File: src/rtl/alsu16_pkg.sv
// Shared definitions for the 16-bit arithmetic/logic/shift unit: widths,
// opcode constants and the packed result bundle carried by the output register.
package alsu16_pkg;

  localparam int DATA_W = 16;
  localparam int OP_W   = 4;

  typedef enum logic [OP_W-1:0] {
    OP_ADD   = 4'h0,
    OP_SUB   = 4'h1,
    OP_INC   = 4'h2,
    OP_DEC   = 4'h3,
    OP_AND   = 4'h4,
    OP_OR    = 4'h5,
    OP_XOR   = 4'h6,
    OP_NOT   = 4'h7,
    OP_SHL   = 4'h8,
    OP_SHR   = 4'h9,
    OP_SAR   = 4'hA,
    OP_ROL   = 4'hB,
    OP_ROR   = 4'hC,
    OP_NEG   = 4'hD,
    OP_PASSA = 4'hE,
    OP_PASSB = 4'hF
  } alsu_op_e;

  // Result word plus flags; 18 bits total, matches the output register.
  typedef struct packed {
    logic [DATA_W-1:0] res;
    logic              cy;
    logic              ov;
  } alsu_out_t;

endpackage

File: src/rtl/alsu16_shifter.sv
// Combinational single-bit shifter/rotator for opcodes SHL..ROR.
// Any other opcode yields an all-zero bundle; the top only selects this
// output for the shift opcodes.
module alsu16_shifter
  import alsu16_pkg::*;
(
  input  alsu_op_e          i_op,
  input  logic [DATA_W-1:0] i_a,
  output alsu_out_t         o_out
);

  // Shift/rotate by one; Cy takes the bit pushed out of the word.
  always_comb begin
    o_out = '0;
    case (i_op)
      OP_SHL: begin
        o_out.res = {i_a[DATA_W-2:0], 1'b0};
        o_out.cy  = i_a[DATA_W-1];
        // Doubling overflows exactly when the sign bit would change.
        o_out.ov  = i_a[DATA_W-1] ^ i_a[DATA_W-2];
      end
      OP_SHR: begin
        o_out.res = {1'b0, i_a[DATA_W-1:1]};
        o_out.cy  = i_a[0];
      end
      OP_SAR: begin
        o_out.res = {i_a[DATA_W-1], i_a[DATA_W-1:1]};
        o_out.cy  = i_a[0];
      end
      OP_ROL: begin
        o_out.res = {i_a[DATA_W-2:0], i_a[DATA_W-1]};
        o_out.cy  = i_a[DATA_W-1];
      end
      OP_ROR: begin
        o_out.res = {i_a[0], i_a[DATA_W-1:1]};
        o_out.cy  = i_a[0];
      end
      default: o_out = '0;
    endcase
  end

endmodule

File: src/rtl/alsu16_bits.sv
// 16-bit ALU/shifter with a single registered stage: combinational next
// value from the current operands/opcode, captured into one 18-bit register
// (result, carry/borrow, signed overflow). No other state is kept.
module alsu16_bits
  import alsu16_pkg::*;
(
  input  logic              clk,
  input  logic              rst_n,
  input  logic [DATA_W-1:0] TuplaA,
  input  logic [DATA_W-1:0] TuplaB,
  input  logic [OP_W-1:0]   Funcion,
  output logic [DATA_W-1:0] Respuesta,
  output logic              Cy,
  output logic              Ov
);

  alsu_op_e          w_op;
  alsu_out_t         w_shift;
  alsu_out_t         w_next;
  logic [DATA_W-1:0] w_x;
  logic [DATA_W-1:0] w_y;
  logic [DATA_W:0]   w_add;
  logic [DATA_W:0]   w_sub;
  logic              w_add_ov;
  logic              w_sub_ov;
  alsu_out_t         r_out;

  assign w_op = alsu_op_e'(Funcion);

  alsu16_shifter u_shifter (
    .i_op  (w_op),
    .i_a   (TuplaA),
    .o_out (w_shift)
  );

  // Operand steering shared by the adder and subtractor: INC/DEC use a
  // constant 1, NEG is computed as 0 - A.
  always_comb begin
    w_x = TuplaA;
    w_y = TuplaB;
    case (w_op)
      OP_INC, OP_DEC: w_y = 16'h0001;
      OP_NEG: begin
        w_x = '0;
        w_y = TuplaA;
      end
      default: ;
    endcase
  end

  // Bit 16 of the 17-bit add is carry-out; of the 17-bit subtract, borrow.
  assign w_add = {1'b0, w_x} + {1'b0, w_y};
  assign w_sub = {1'b0, w_x} - {1'b0, w_y};

  assign w_add_ov = (w_x[DATA_W-1] == w_y[DATA_W-1]) &&
                    (w_add[DATA_W-1] != w_x[DATA_W-1]);
  assign w_sub_ov = (w_x[DATA_W-1] != w_y[DATA_W-1]) &&
                    (w_sub[DATA_W-1] != w_x[DATA_W-1]);

  // Next-value mux across all opcodes; flags default to zero.
  always_comb begin
    w_next = '0;
    case (w_op)
      OP_ADD, OP_INC: begin
        w_next.res = w_add[DATA_W-1:0];
        w_next.cy  = w_add[DATA_W];
        w_next.ov  = w_add_ov;
      end
      OP_SUB, OP_DEC, OP_NEG: begin
        w_next.res = w_sub[DATA_W-1:0];
        w_next.cy  = w_sub[DATA_W];
        w_next.ov  = w_sub_ov;
      end
      OP_AND:   w_next.res = TuplaA & TuplaB;
      OP_OR:    w_next.res = TuplaA | TuplaB;
      OP_XOR:   w_next.res = TuplaA ^ TuplaB;
      OP_NOT:   w_next.res = ~TuplaA;
      OP_SHL, OP_SHR, OP_SAR, OP_ROL, OP_ROR: w_next = w_shift;
      OP_PASSA: w_next.res = TuplaA;
      OP_PASSB: w_next.res = TuplaB;
      default:  w_next = '0;
    endcase
  end

  // Output register with synchronous active-low clear.
  always_ff @(posedge clk) begin
    if (!rst_n) r_out <= '0;
    else        r_out <= w_next;
  end

  assign Respuesta = r_out.res;
  assign Cy        = r_out.cy;
  assign Ov        = r_out.ov;

endmodule

File: config.mk
export PLATFORM = sky130hd
export DESIGN_NAME = alsu16_bits
export DESIGN_NICKNAME = d
export VERILOG_FILES = /design/src/rtl/alsu16_pkg.sv /design/src/rtl/alsu16_shifter.sv /design/src/rtl/alsu16_bits.sv
export SDC_FILE = /design/constraint.sdc
export NUM_CORES = 1
export LEC_CHECK = 0
export ABC_AREA = 1
export CAP_MARGIN = 20
export CORE_MARGIN = 3
export CORE_UTILIZATION = 38
export CTS_BUF_LIST = sky130_fd_sc_hd__clkbuf_2
export CTS_CLUSTER_DIAMETER = 30
export DETAILED_ROUTE_END_ITERATION = 6
export MAX_ROUTING_LAYER = met4
export PLACE_DENSITY_LB_ADDON = 0.12
export RECOVER_POWER = 50
export REMOVE_ABC_BUFFERS = 1
export SLEW_MARGIN = 10
export SYNTH_ARGS = -nofsm -noshare
export SYNTH_HDL_FRONTEND = slang
export SYNTH_SLANG_ARGS = --single-unit
File: constraint.sdc
create_clock -name clk -period 4.89 [get_ports clk]
set_clock_uncertainty 0.1 [all_clocks]
set_input_delay 1.2225 -clock clk [delete_from_list [all_inputs] [get_ports clk]]
set_output_delay 1.2225 -clock clk [all_outputs]
set_load 0.02 [all_outputs]
# After elaboration in Yosys (flattened, before gate mapping)
# Cells that the tools add are included.
# Widths: inputs -> output; s select.
# totals
input_bits	38
latchBits	0
ramBits	0
regBits	18
n_memories	0
rom_bits	0
# classes
n_mux	6
n_reduce_logical	7
add_sub_neg	2
shifts	0
mul	0
eq_ne	19
div	0
bitwise_logic	5
magnitude_cmp	0
# ops
operator	count
$pmux 16 s9	1
$pmux 17 s5	1
$eq 4x4->1 const B	8
$pmux 16 s2	1
$add 16x16->17	1
$sub 16x16->17	1
$and 16x16->16	1
$eq 4x3->1 const B	4
$mux 16	1
$not 16->16	1
$or 16x16->16	1
$xor 16x16->16	1
$eq 4x2->1 const B	2
$pmux 2 s3	1
$reduce_or 5->1	1
$eq 4x1->1 const B	1
$logic_not 4->1	1
$reduce_or 2->1	2
$ne 1x1->1	3
$reduce_or 3->1	1
$logic_and 1x1->1	2
$eq 1x1->1	1
$mux 1	1
$xor 1x1->1	1

# Depth between registers and ports, before layout
# Gate-level depths: netlist (run 1).
# logic_depth
depth_word	7
ltp_mapped	22

# Hierarchy
# From an unflattened synthesis (run 1), not the netlist that was laid out.
# unflattened
hier_cells	831
area_unflattened_um2	4615.7
# by_module_without_submodules
mod	cells_each	area_each_um2	seq_area_each_um2	instances
alsu16_bits	761	4275.4	360.3	1
alsu16_shifter	70	340.3	0.0	1

# Least setup slack after synthesis (run 1)
# OpenSTA, ideal clock, no wires.
# synth_path
path_type	input to register
startpoint	input Funcion[1]
endpoint	register r_out, in the netlist Respuesta[10]
required_ps	4681
path_slack_ps	1378
cell_stages	19
n_path_buf	1
t_arrival_ps	3303
cell_sequence	inv_2 > nand2_4 > nor2_8 > inv_4 > buf_1 > o22ai_1 > inv_1 > ha_1 > fa_1 > inv_1 > nand3_1 > nand3_1 > nand2_1 > nand2_1 > nand2_1 > nand3_1 > nand3_1 > nand2_1 > inv_1
# synth_between
elab_chain_len	5
# synth_rtl
item	line_no	source
start, declared	alsu16_bits.sv:11	input logic [OP_W-1:0] Funcion,
$eq 4x2->1	alsu16_bits.sv:41, alsu16_bits.sv:63	
$reduce_or 2->1	alsu16_bits.sv:41	case (w_op)
$pmux 16 s2	alsu16_bits.sv:41	
$sub 16x16->17 / $add 16x16->17 (equally long branches)	alsu16_bits.sv:53, alsu16_bits.sv:52	
$pmux 16 s9 *	alsu16_bits.sv:63	case (w_op)
end signal, assigned	alsu16_bits.sv:88	else r_out <= w_next;
end, declared	alsu16_bits.sv:26	alsu_out_t r_out;
# Mark *: on every way between the ends. The rest lies on a longest branch, timed or not.
# A chain may end at the register's enable or synchronous reset.

# Final worst setup path (run 1)
# layout_path
startpoint	input Funcion[3]
endpoint	register r_out, in the netlist Respuesta[10]
# The elaborated chain is that of the path after synthesis.

==> flow_metrics.env, run 1 <==
export IMPL_status="complete, no violations"
export IMPL_wl_per_cell_um=16.8
export IMPL_syn_to_final_growth_pct=14.9
export IMPL_die_y_um=114
export IMPL_postRouteWirelength_um=16300
export IMPL_yosys_cell_types_count=45
export IMPL_critPathLaunchType="primary input"
export IMPL_rsz0062_at_grt="false"
export IMPL_clk_pin_slew_worst_paths_ns=0.32
export IMPL_cts_resized=0
export IMPL_worst_ep_arrival_time_ns=4.70
export IMPL_synth_seq_area_share=0.0821
export IMPL_relSlewSlack=0.272
export IMPL_syn_inst=788
export IMPL_timing_final_crit_share=0.919
export IMPL_cp_end_kind="flop"
export IMPL_antenna_found_initial=1
export IMPL_ys_top_cells_by_area="ha_1 19%, nand2_1 18%, inv_1 12%"
export IMPL_synth_top_family_by_area="simple AND/OR/NAND/NOR gates"
export IMPL_core_area_um2=11100
export IMPL_initial_core_util=0.396
export IMPL_crit_required_ns=5.10
export IMPL_drtPass1Iterations=5
export IMPL_dieArea_um2=12900
export IMPL_clkSinkCount=18
export IMPL_crit_family="simple AND/OR/NAND/NOR gates"
export IMPL_leakage_nw=2.80
export IMPL_async_flop_share=0
export IMPL_hpwl_um=12900
export IMPL_boundaryPins=56
export IMPL_htreeDepth=1
export IMPL_clk_path_buf_depth=2
export IMPL_drt_initial_drc_count=493
export IMPL_grt_start_max_net_pins=19
export IMPL_slowest_stage="clkdlybuf4s50_1"
export IMPL_grt_pass1_vias=5066
export IMPL_pwr_share_clk=0.113
export IMPL_min_path_type="primary input to flop"
export IMPL_ir_worst_vdd_mv=0.0991
export IMPL_crit_type="primary input to flop"
export IMPL_synth_compound_area_frac=0.169
export IMPL_critPathMaxStageDelay_ns=0.61
export IMPL_cts_root_buf="clkbuf_2"
export IMPL_cts_buffers=3
export IMPL_synth_edff_count=0
export IMPL_synth_main_ff_cell="dfxtp_1"
export IMPL_finalWorstSetupSlack_ns=0.395
export IMPL_place_ws_ns=0.0398
export IMPL_crit_buf_inv=6
export IMPL_gp_congestion=0.932
export IMPL_synthMuxAreaShare=0
export IMPL_worstMarginPinSlew_ns=1.09
export IMPL_min_period_ns=4.49
export IMPL_p_int_mw=0.382
export IMPL_fin_util=0.455
export IMPL_grt_pass1_wl_um=26100
export IMPL_drc=0
export IMPL_netlist_area_leader_share=0.185
export IMPL_synthXorXnorAreaFrac=0.00798
export IMPL_share_seq_of_total_power=0.199
export IMPL_gr_usage_all_layers=0.263
export IMPL_switching_share=0.543
export IMPL_fmax_mhz=222
export IMPL_p_sw_mw=0.455
export IMPL_final_layout_size_suffix_gt1_frac=0.0471
export IMPL_synthesis_area_um2=4390
export IMPL_maxCapViolCount=0
export IMPL_hold_viol_final=0
export IMPL_dpl_cell_area_um2=5020
export IMPL_synth_adder_area_share=0.194
export IMPL_io_buffers=55
export IMPL_p_per_area_nw_per_um2=166
export IMPL_p_comb_frac=0.688
export IMPL_fin_tns_setup_ns=0
export IMPL_via_count=5187
export IMPL_min_path_cells=3
export IMPL_cts_tree="done"
export IMPL_via_per_inst=5.35
export IMPL_ys_warn_count=0
export IMPL_cts_hold_buf=0
export IMPL_power_mw=0.837
export IMPL_post_cts_buffers=0
export IMPL_yosysTopAreaCell="ha_1"
export IMPL_grt_ovfl_total=0
export IMPL_die_w_um=114
export IMPL_path_max_fanout=18
export IMPL_nets=934
export IMPL_cp_depth=20
export IMPL_drtAntennaViolNets=0
export IMPL_design_area_um2=5040
export IMPL_setup_viol=0
export IMPL_rows=38
export IMPL_worstPathCellList="clkdlybuf4s50_1 > nand2_4 > nor2_8 > a21oi_1 > inv_2 > o22ai_1 > inv_1 > ha_1 > inv_1 > fa_1 > inv_1 > nand2_1 > nand3_1 > nand3_1 > nand2_1 > nand2_1 > nand3_1 > nand3_1 > nand2_1 > inv_1"
export IMPL_synth_seq_cells=18
export IMPL_slew_viol_final=0
export IMPL_synth_simple_area_share=0.385
export IMPL_synth_avg_cell_area_um2=5.57
## per-layer routing
layer,vias to the layer above,global-route usage,wire length [µm]
li1,2614,-,-
met1,2328,0.330,7100
met2,206,0.420,7340
met3,39,0.0324,1130
met4,0,0.121,777
met5,-,-,0
## worst min-delay path: stages
cell and delay (ns):
clkdlybuf4s50_1 0.46, a22oi_1 0.18, a31oi_1 0.10
## layout make-up
cell class	instances	area [µm²]
Fill cell	1247	6030
Antenna cell	2	5.00
Clock buffer	3	15.0
Timing Repair Buffer	61	596
Tap cell	140	175
Sequential cell	18	360
Multi-Input combinational cell	594	3320
Inverter	151	569
Clock inverter	1	3.75
## through the flow
stage                     cells  hold WS (ns)
final                       970          1.43
after global routing        969          1.53
after CTS                   968          1.43
after detailed placement    964          1.92
after global placement      964          1.92
after floorplan             763          1.22
## Yosys cell counts (all sizes together) (3+ instances only)
cell / n
nand2: 214
inv: 151
nor2: 93
ha: 65
nand3: 63
o21ai: 44
a21oi: 36
o22ai: 29
buf: 24
dfxtp: 18
nand4: 15
nor3: 6
a22oi: 3
o21bai: 3
xor2: 3
## worst paths after layout
kind                    from                       end
setup / recovery  Funcion[3]  Respuesta[10]$_SDFF_PN0_
hold / removal     TuplaA[2]   Respuesta[1]$_SDFF_PN0_
## layout by cell type, fill, tap and decap left out, drive strengths merged
master         synthesis  final
and3                   1      1
xor2                   3      3
o2111ai                1      1
a21oi                 36     36
xnor2                  1      1
nand4                 15     15
a32oi                  1      1
ha                    65     65
a31oi                  2      2
nor3                   6      6
o31ai                  1      1
a221oi                 2      2
nor2                  93     93
a22oi                  3      3
a211oi                 2      2
o311ai                 1      1
inv                  151    151
or2                    2      2
dfxtp                 18     18
dlygate4sd3            0     18
nand2                214    214
o211ai                 1      1
o21bai                 3      3
nand3                 63     63
clkbuf                 1      3
o22ai                 29     29
clkdlybuf4s50          0     37
buf                   24      6
fa                     2      2
nor4                   2      2
o21ai                 44     44
diode                  0      2
clkinv                 0      1
o221ai                 1      1
## power groups by stage
stage | logic (mW) | registers [mW] | clock network [mW]
after global placement | 0.570 | 0.171 | 0
final | 0.575 | 0.167 | 0.0946
after floorplan | 0.345 | 0.192 | 0
after CTS | 0.576 | 0.168 | 0.0975
after detailed placement | 0.572 | 0.171 | 0
after global routing | 0.642 | 0.169 | 0.101
## cell families after synthesis
kind of cell,after synthesis
xor+xnor,4
flops,18
simple gates,396
buf+inv,176
fa+ha+maj,67
compound gates,127
## state kept, by name, indices dropped and copies added, names as in the netlist
| signal | count |
|---|---|
| Ov | 1 |
| Respuesta | 16 |
| Cy | 1 |
No activity file was read; power rests on OpenSTA's default activity.
==> run 2: changes to the inputs <==
--- a/config.mk
+++ b/config.mk
@@ -13,7 +13,6 @@
 export CTS_CLUSTER_DIAMETER = 30
 export DETAILED_ROUTE_END_ITERATION = 6
 export MAX_ROUTING_LAYER = met4
-export PLACE_DENSITY_LB_ADDON = 0.12
 export RECOVER_POWER = 50
 export REMOVE_ABC_BUFFERS = 1
 export SLEW_MARGIN = 10
==> run 2 against run 1 <==
Compared with the run above: via count rose by 0.27%; final area up 0.40%; largest cell class unchanged; worst hold slack better by 0.047 ns; first-iteration DRC count down 9.7%; non-clock buffer count increased by 3; sequential share of layout area barely moved; maximum frequency increased by 1.3%; count of clock-buffer cells in the layout is the same; total power shrank 0.36%.
==> flow_metrics.env, run 2 (synthesized netlist as in run 1, its figures left out) <==
export IMPL_grt_pass1_vias=5062
export IMPL_cts_root_buf="clkbuf_2"
export IMPL_grt_ovfl_total=0
export IMPL_rsz0062_at_grt="false"
export IMPL_clkSinkCount=18
export IMPL_grt_pass1_wl_um=25900
export IMPL_grt_start_max_net_pins=19
export IMPL_crit_type="primary input to flop"
export IMPL_fin_util=0.457
export IMPL_ir_worst_vdd_mv=0.0710
export IMPL_final_layout_size_suffix_gt1_frac=0.0505
export IMPL_slew_viol_final=0
export IMPL_drt_initial_drc_count=445
export IMPL_path_max_fanout=18
export IMPL_htreeDepth=1
export IMPL_post_cts_buffers=0
export IMPL_clk_path_buf_depth=2
export IMPL_fmax_mhz=225
export IMPL_drtPass1Iterations=5
export IMPL_status="complete, no violations"
export IMPL_p_per_area_nw_per_um2=165
export IMPL_power_mw=0.834
export IMPL_drc=0
export IMPL_gp_congestion=0.943
export IMPL_hold_viol_final=0
export IMPL_design_area_um2=5060
export IMPL_cts_resized=0
export IMPL_cts_tree="done"
export IMPL_initial_core_util=0.396
export IMPL_min_path_cells=3
export IMPL_final_common_cell="nand2_1"
export IMPL_via_per_inst=5.35
export IMPL_nets=937
export IMPL_crit_required_ns=5.09
export IMPL_io_buffers=55
export IMPL_final_cells=972
export IMPL_largest_register_ffs=16
export IMPL_drtAntennaViolNets=0
export IMPL_cp_end_kind="flop"
export IMPL_gr_usage_all_layers=0.262
export IMPL_critPathLaunchType="primary input"
export IMPL_final_cell_mix="208 x nand2_1, 138 x inv_1, 88 x nor2_1"
export IMPL_dieArea_um2=12900
export IMPL_maxCapViolCount=0
export IMPL_die_y_um=114
export IMPL_die_w_um=114
export IMPL_rows=38
export IMPL_n_fill_cell=1259
export IMPL_worst_ep_arrival_time_ns=4.64
export IMPL_min_period_ns=4.44
export IMPL_leakage_nw=2.81
export IMPL_relSlewSlack=0.353
export IMPL_dpl_cell_area_um2=5040
export IMPL_cts_hold_buf=0
export IMPL_wl_per_cell_um=16.6
export IMPL_via_count=5201
export IMPL_antenna_found_initial=1
export IMPL_syn_to_final_growth_pct=15.3
export IMPL_boundaryPins=56
export IMPL_min_path_type="primary input to flop"
export IMPL_hpwl_um=12700
export IMPL_clk_pin_slew_worst_paths_ns=0.29
export IMPL_core_area_um2=11100
export IMPL_cts_buffers=3
export IMPL_timing_final_crit_share=0.908
export IMPL_dp_cells=967
export IMPL_fin_tns_setup_ns=0
export IMPL_postRouteWirelength_um=16100
export IMPL_worstMarginPinSlew_ns=0.967
export IMPL_setup_viol=0
run 2: changes by cell type in the layout (fill, tap and decap cells not counted), sizes merged:
| cell | previous run | this run |
|---|---|---|
| diode | 2 | 1 |
| buf | 6 | 9 |
run 2: worst max-delay path, cell delays in order:
cell and delay (ns):
clkdlybuf4s50_1 0.61, nand2_4 0.15, nor2_8 0.31, a21oi_1 0.09, inv_2 0.27, o22ai_1 0.12, inv_1 0.10, ha_1 0.22
inv_1 0.08, fa_1 0.47, inv_1 0.12, nand2_1 0.06, nand3_1 0.22, nand2_1 0.18, nand2_1 0.10, nand2_1 0.05
nand3_1 0.07, nand3_1 0.08, nand2_1 0.07, inv_1 0.05
run 2: final timing paths:
check	end	start
setup / recovery	Respuesta[14]$_SDFF_PN0_	Funcion[3]
hold / removal	Respuesta[1]$_SDFF_PN0_	TuplaA[2]
run 2: cell type report:
class | count | area (µm²) | area share
Inverter | 151 | 569 | 0.112
Antenna cell | 1 | 2.50 | 0.000494
Clock inverter | 1 | 3.75 | 0.000741
Tap cell | 140 | 175 | 0.0346
Sequential cell | 18 | 360 | 0.0711
Multi-Input combinational cell | 594 | 3320 | 0.656
Clock buffer | 3 | 15.0 | 0.00296
Timing Repair Buffer | 64 | 618 | 0.122
run 2: routing by layer:
| metal | wire, µm | vias to the layer above | global-route usage |
|---|---|---|---|
| met3 | 1100 | 60 | 0.0382 |
| met2 | 7100 | 206 | 0.400 |
| li1 | - | 2616 | - |
| met4 | 992 | 0 | 0.159 |
| met5 | 0 | - | - |
| met1 | 6960 | 2319 | 0.326 |
run 2: metrics by stage:
stage,setup WS (ns),hold slack [ns]
2_1_floorplan,1.44,1.22
3_3_place_gp,0.165,1.92
3_5_place_dp,0.115,1.92
4_1_cts,0.550,1.45
5_1_grt,0.265,1.52
6_report,0.452,1.47
run 2: where the power goes:
group	leakage (nW)	switching [mW]	total [mW]	internal, mW
sequential	0.149	0.00356	0.167	0.163
combinational	2.65	0.374	0.576	0.202
clock	0.0140	0.0730	0.0907	0.0177
total	2.81	0.450	0.834	0.383
==> run 3: changes to the inputs <==
--- a/config.mk
+++ b/config.mk
@@ -18,4 +18,5 @@
 export SLEW_MARGIN = 10
 export SYNTH_ARGS = -nofsm -noshare
 export SYNTH_HDL_FRONTEND = slang
+export SYNTH_HIERARCHICAL = 1
 export SYNTH_SLANG_ARGS = --single-unit
==> run 3 against run 2 <==
Compared with the run above: total power fell by 3.9%; non-clock buffer count fell by 1; global-route usage fell by 2.2 points; worst hold slack improved by 0.093 ns; core utilization fell by 0.78 points; clock power fell by 14%; count of clock-buffer cells in the layout did not move; final area rose by 3.5%; final cell count rose by 4.1%; worst setup slack improved by 0.27 ns; sequential cell count did not move; largest power group unchanged.
==> flow_metrics.env, run 3 <==
export IMPL_pwr_share_clk=0.098
export IMPL_hpwl_um=12400
export IMPL_multi_input_area_um2=3520
export IMPL_ys_warn_count=6
export IMPL_syn_inst=831
export IMPL_synthesis_area_um2=4620
export IMPL_timing_final_crit_share=0.853
export IMPL_async_flop_share=0
export IMPL_nets=975
export IMPL_crit_required_ns=5.08
export IMPL_clk_path_buf_depth=2
export IMPL_clkSinkCount=18
export IMPL_min_path_cells=3
export IMPL_io_buffers=55
export IMPL_via_per_inst=5.20
export IMPL_p_sw_mw=0.426
export IMPL_cts_hold_buf=0
export IMPL_drc=0
export IMPL_post_cts_buffers=0
export IMPL_p_comb_frac=0.696
export IMPL_hold_viol_final=0
export IMPL_leakage_nw=2.91
export IMPL_cts_buffers=3
export IMPL_gr_usage_all_layers=0.240
export IMPL_register_area_um2=360
export IMPL_cp_end_kind="flop"
export IMPL_p_per_area_nw_per_um2=153
export IMPL_maxCapViolCount=0
export IMPL_synth_compound_area_frac=0.157
export IMPL_largest_register_ffs=16
export IMPL_worstMarginPinSlew_ns=0.829
export IMPL_synthMuxAreaShare=0
export IMPL_core_area_um2=11700
export IMPL_drtPass1Iterations=5
export IMPL_synthXorXnorAreaFrac=0.0114
export IMPL_switching_share=0.532
export IMPL_relSlewSlack=0.445
export IMPL_rows=39
export IMPL_fin_hold_ws_ns=1.57
export IMPL_share_seq_of_total_power=0.206
export IMPL_syn_to_final_growth_pct=13.6
export IMPL_final_common_cell="nand2_1"
export IMPL_synth_most_common_cell="nand2_1"
export IMPL_cts_tree="done"
export IMPL_dp_cells=1008
export IMPL_cts_root_buf="clkbuf_2"
export IMPL_worst_ep_arrival_time_ns=4.36
export IMPL_synth_avg_cell_area_um2=5.55
export IMPL_ir_worst_vdd_mv=0.0661
export IMPL_synth_seq_cells=18
export IMPL_cts_resized=0
export IMPL_final_cell_mix="271 x nand2_1, 144 x inv_1, 73 x nor2_1"
export IMPL_netlist_area_leader_share=0.220
export IMPL_grt_pass1_vias=4886
export IMPL_path_max_fanout=16
export IMPL_postRouteWirelength_um=15400
export IMPL_boundaryPins=56
export IMPL_drt_initial_drc_count=281
export IMPL_yosys_cell_types_count=41
export IMPL_grt_start_max_net_pins=19
export IMPL_antenna_found_initial=0
export IMPL_rsz0062_at_grt="false"
export IMPL_fin_util=0.449
export IMPL_grt_ovfl_total=0
export IMPL_n_fill_cell=1314
export IMPL_status="complete, no violations"
export IMPL_die_y_um=116
export IMPL_final_layout_size_suffix_gt1_frac=0.0472
export IMPL_min_path_type="primary input to flop"
export IMPL_grt_pass1_wl_um=24900
export IMPL_slew_viol_final=0
export IMPL_ys_top_cells_by_area="nand2_1 22%, ha_1 18%, inv_1 12%"
export IMPL_synth_commonest_cells="271 x nand2_1, 144 x inv_1, 73 x nor2_1, 65 x ha_1, 62 x nand3_1"
export IMPL_fin_tns_setup_ns=0
export IMPL_synth_seq_area_share=0.0781
export IMPL_setup_viol=0
export IMPL_synth_adder_area_share=0.185
export IMPL_min_period_ns=4.17
export IMPL_via_count=5267
export IMPL_critPathLaunchType="primary input"
export IMPL_dieArea_um2=13500
export IMPL_gp_congestion=0.987
export IMPL_hp_start="TuplaB[1]"
export IMPL_fmax_mhz=240
export IMPL_yosysTopAreaCell="nand2_1"
export IMPL_synth_simple_area_share=0.409
export IMPL_synth_edff_count=0
export IMPL_htreeDepth=1
export IMPL_wl_per_cell_um=15.2
export IMPL_drtAntennaViolNets=0
export IMPL_synth_top_family_by_area="simple AND/OR/NAND/NOR gates"
export IMPL_p_int_mw=0.375
export IMPL_clk_pin_slew_worst_paths_ns=0.22
export IMPL_cp_startpoint="Funcion[3]"
export IMPL_initial_core_util=0.396
export IMPL_die_w_um=116
export IMPL_final_cells=1012
export IMPL_crit_type="primary input to flop"
export IMPL_synth_main_ff_cell="dfxtp_1"
## run 3: path summary, 6_finish.rpt
check / to / slack, ns
worst max-delay path: Respuesta[12]$_SDFF_PN0_ / 0.72
worst min-delay path: Respuesta[1]$_SDFF_PN0_ / 1.57
## run 3: final cells by class
cell class	count	share of cell area
Multi-Input combinational cell	636	0.671
Timing Repair Buffer	63	0.116
Inverter	148	0.106
Sequential cell	18	0.0688
Tap cell	143	0.0341
Clock buffer	3	0.00286
Antenna cell	1	0.000477
## run 3: critical path: stages
cell	delay, ns
clkdlybuf4s50_1	0.54
nor2_1	0.35
a21oi_1	0.13
inv_2	0.30
o22ai_1	0.12
inv_1	0.10
ha_1	0.18
inv_1	0.06
fa_1	0.44
inv_1	0.13
nand3_1	0.10
nand3_1	0.14
nand3_1	0.09
nand3b_1	0.16
nor2_1	0.06
nor2_1	0.08
nand2_1	0.07
nand2_1	0.05
nor2_1	0.05
## run 3: stage by stage
stage	power [mW]	area [µm²]	setup slack (ns)
4_1_cts	0.806	5240	0.745
2_1_floorplan	0.532	4430	1.03
5_1_grt	0.878	5240	0.323
6_report	0.801	5240	0.718
3_5_place_dp	0.724	5220	0.339
3_3_place_gp	0.725	5220	0.407
## run 3: cells by family after synthesis
group,count (synthesis)
adder cells (fa/ha/maj),67
buffers and inverters,177
XOR/XNOR,6
flip-flops,18
AND/OR/NAND/NOR,452
AO/OA/AOI/OAI,111
## run 3: routing by layer
metal | share of wire | global-route usage
met1 | 0.47 | 0.333
met2 | 0.44 | 0.376
met3 | 0.080 | 0.0264
met4 | 0.017 | 0.0541
met5 | 0 | -
## run 3: power groups by stage
stage	registers [mW]	clock network, mW	logic, mW
2_1_floorplan	0.187	0	0.345
3_3_place_gp	0.169	0	0.556
3_5_place_dp	0.169	0	0.555
4_1_cts	0.166	0.0825	0.558
5_1_grt	0.166	0.0850	0.627
6_report	0.165	0.0784	0.558
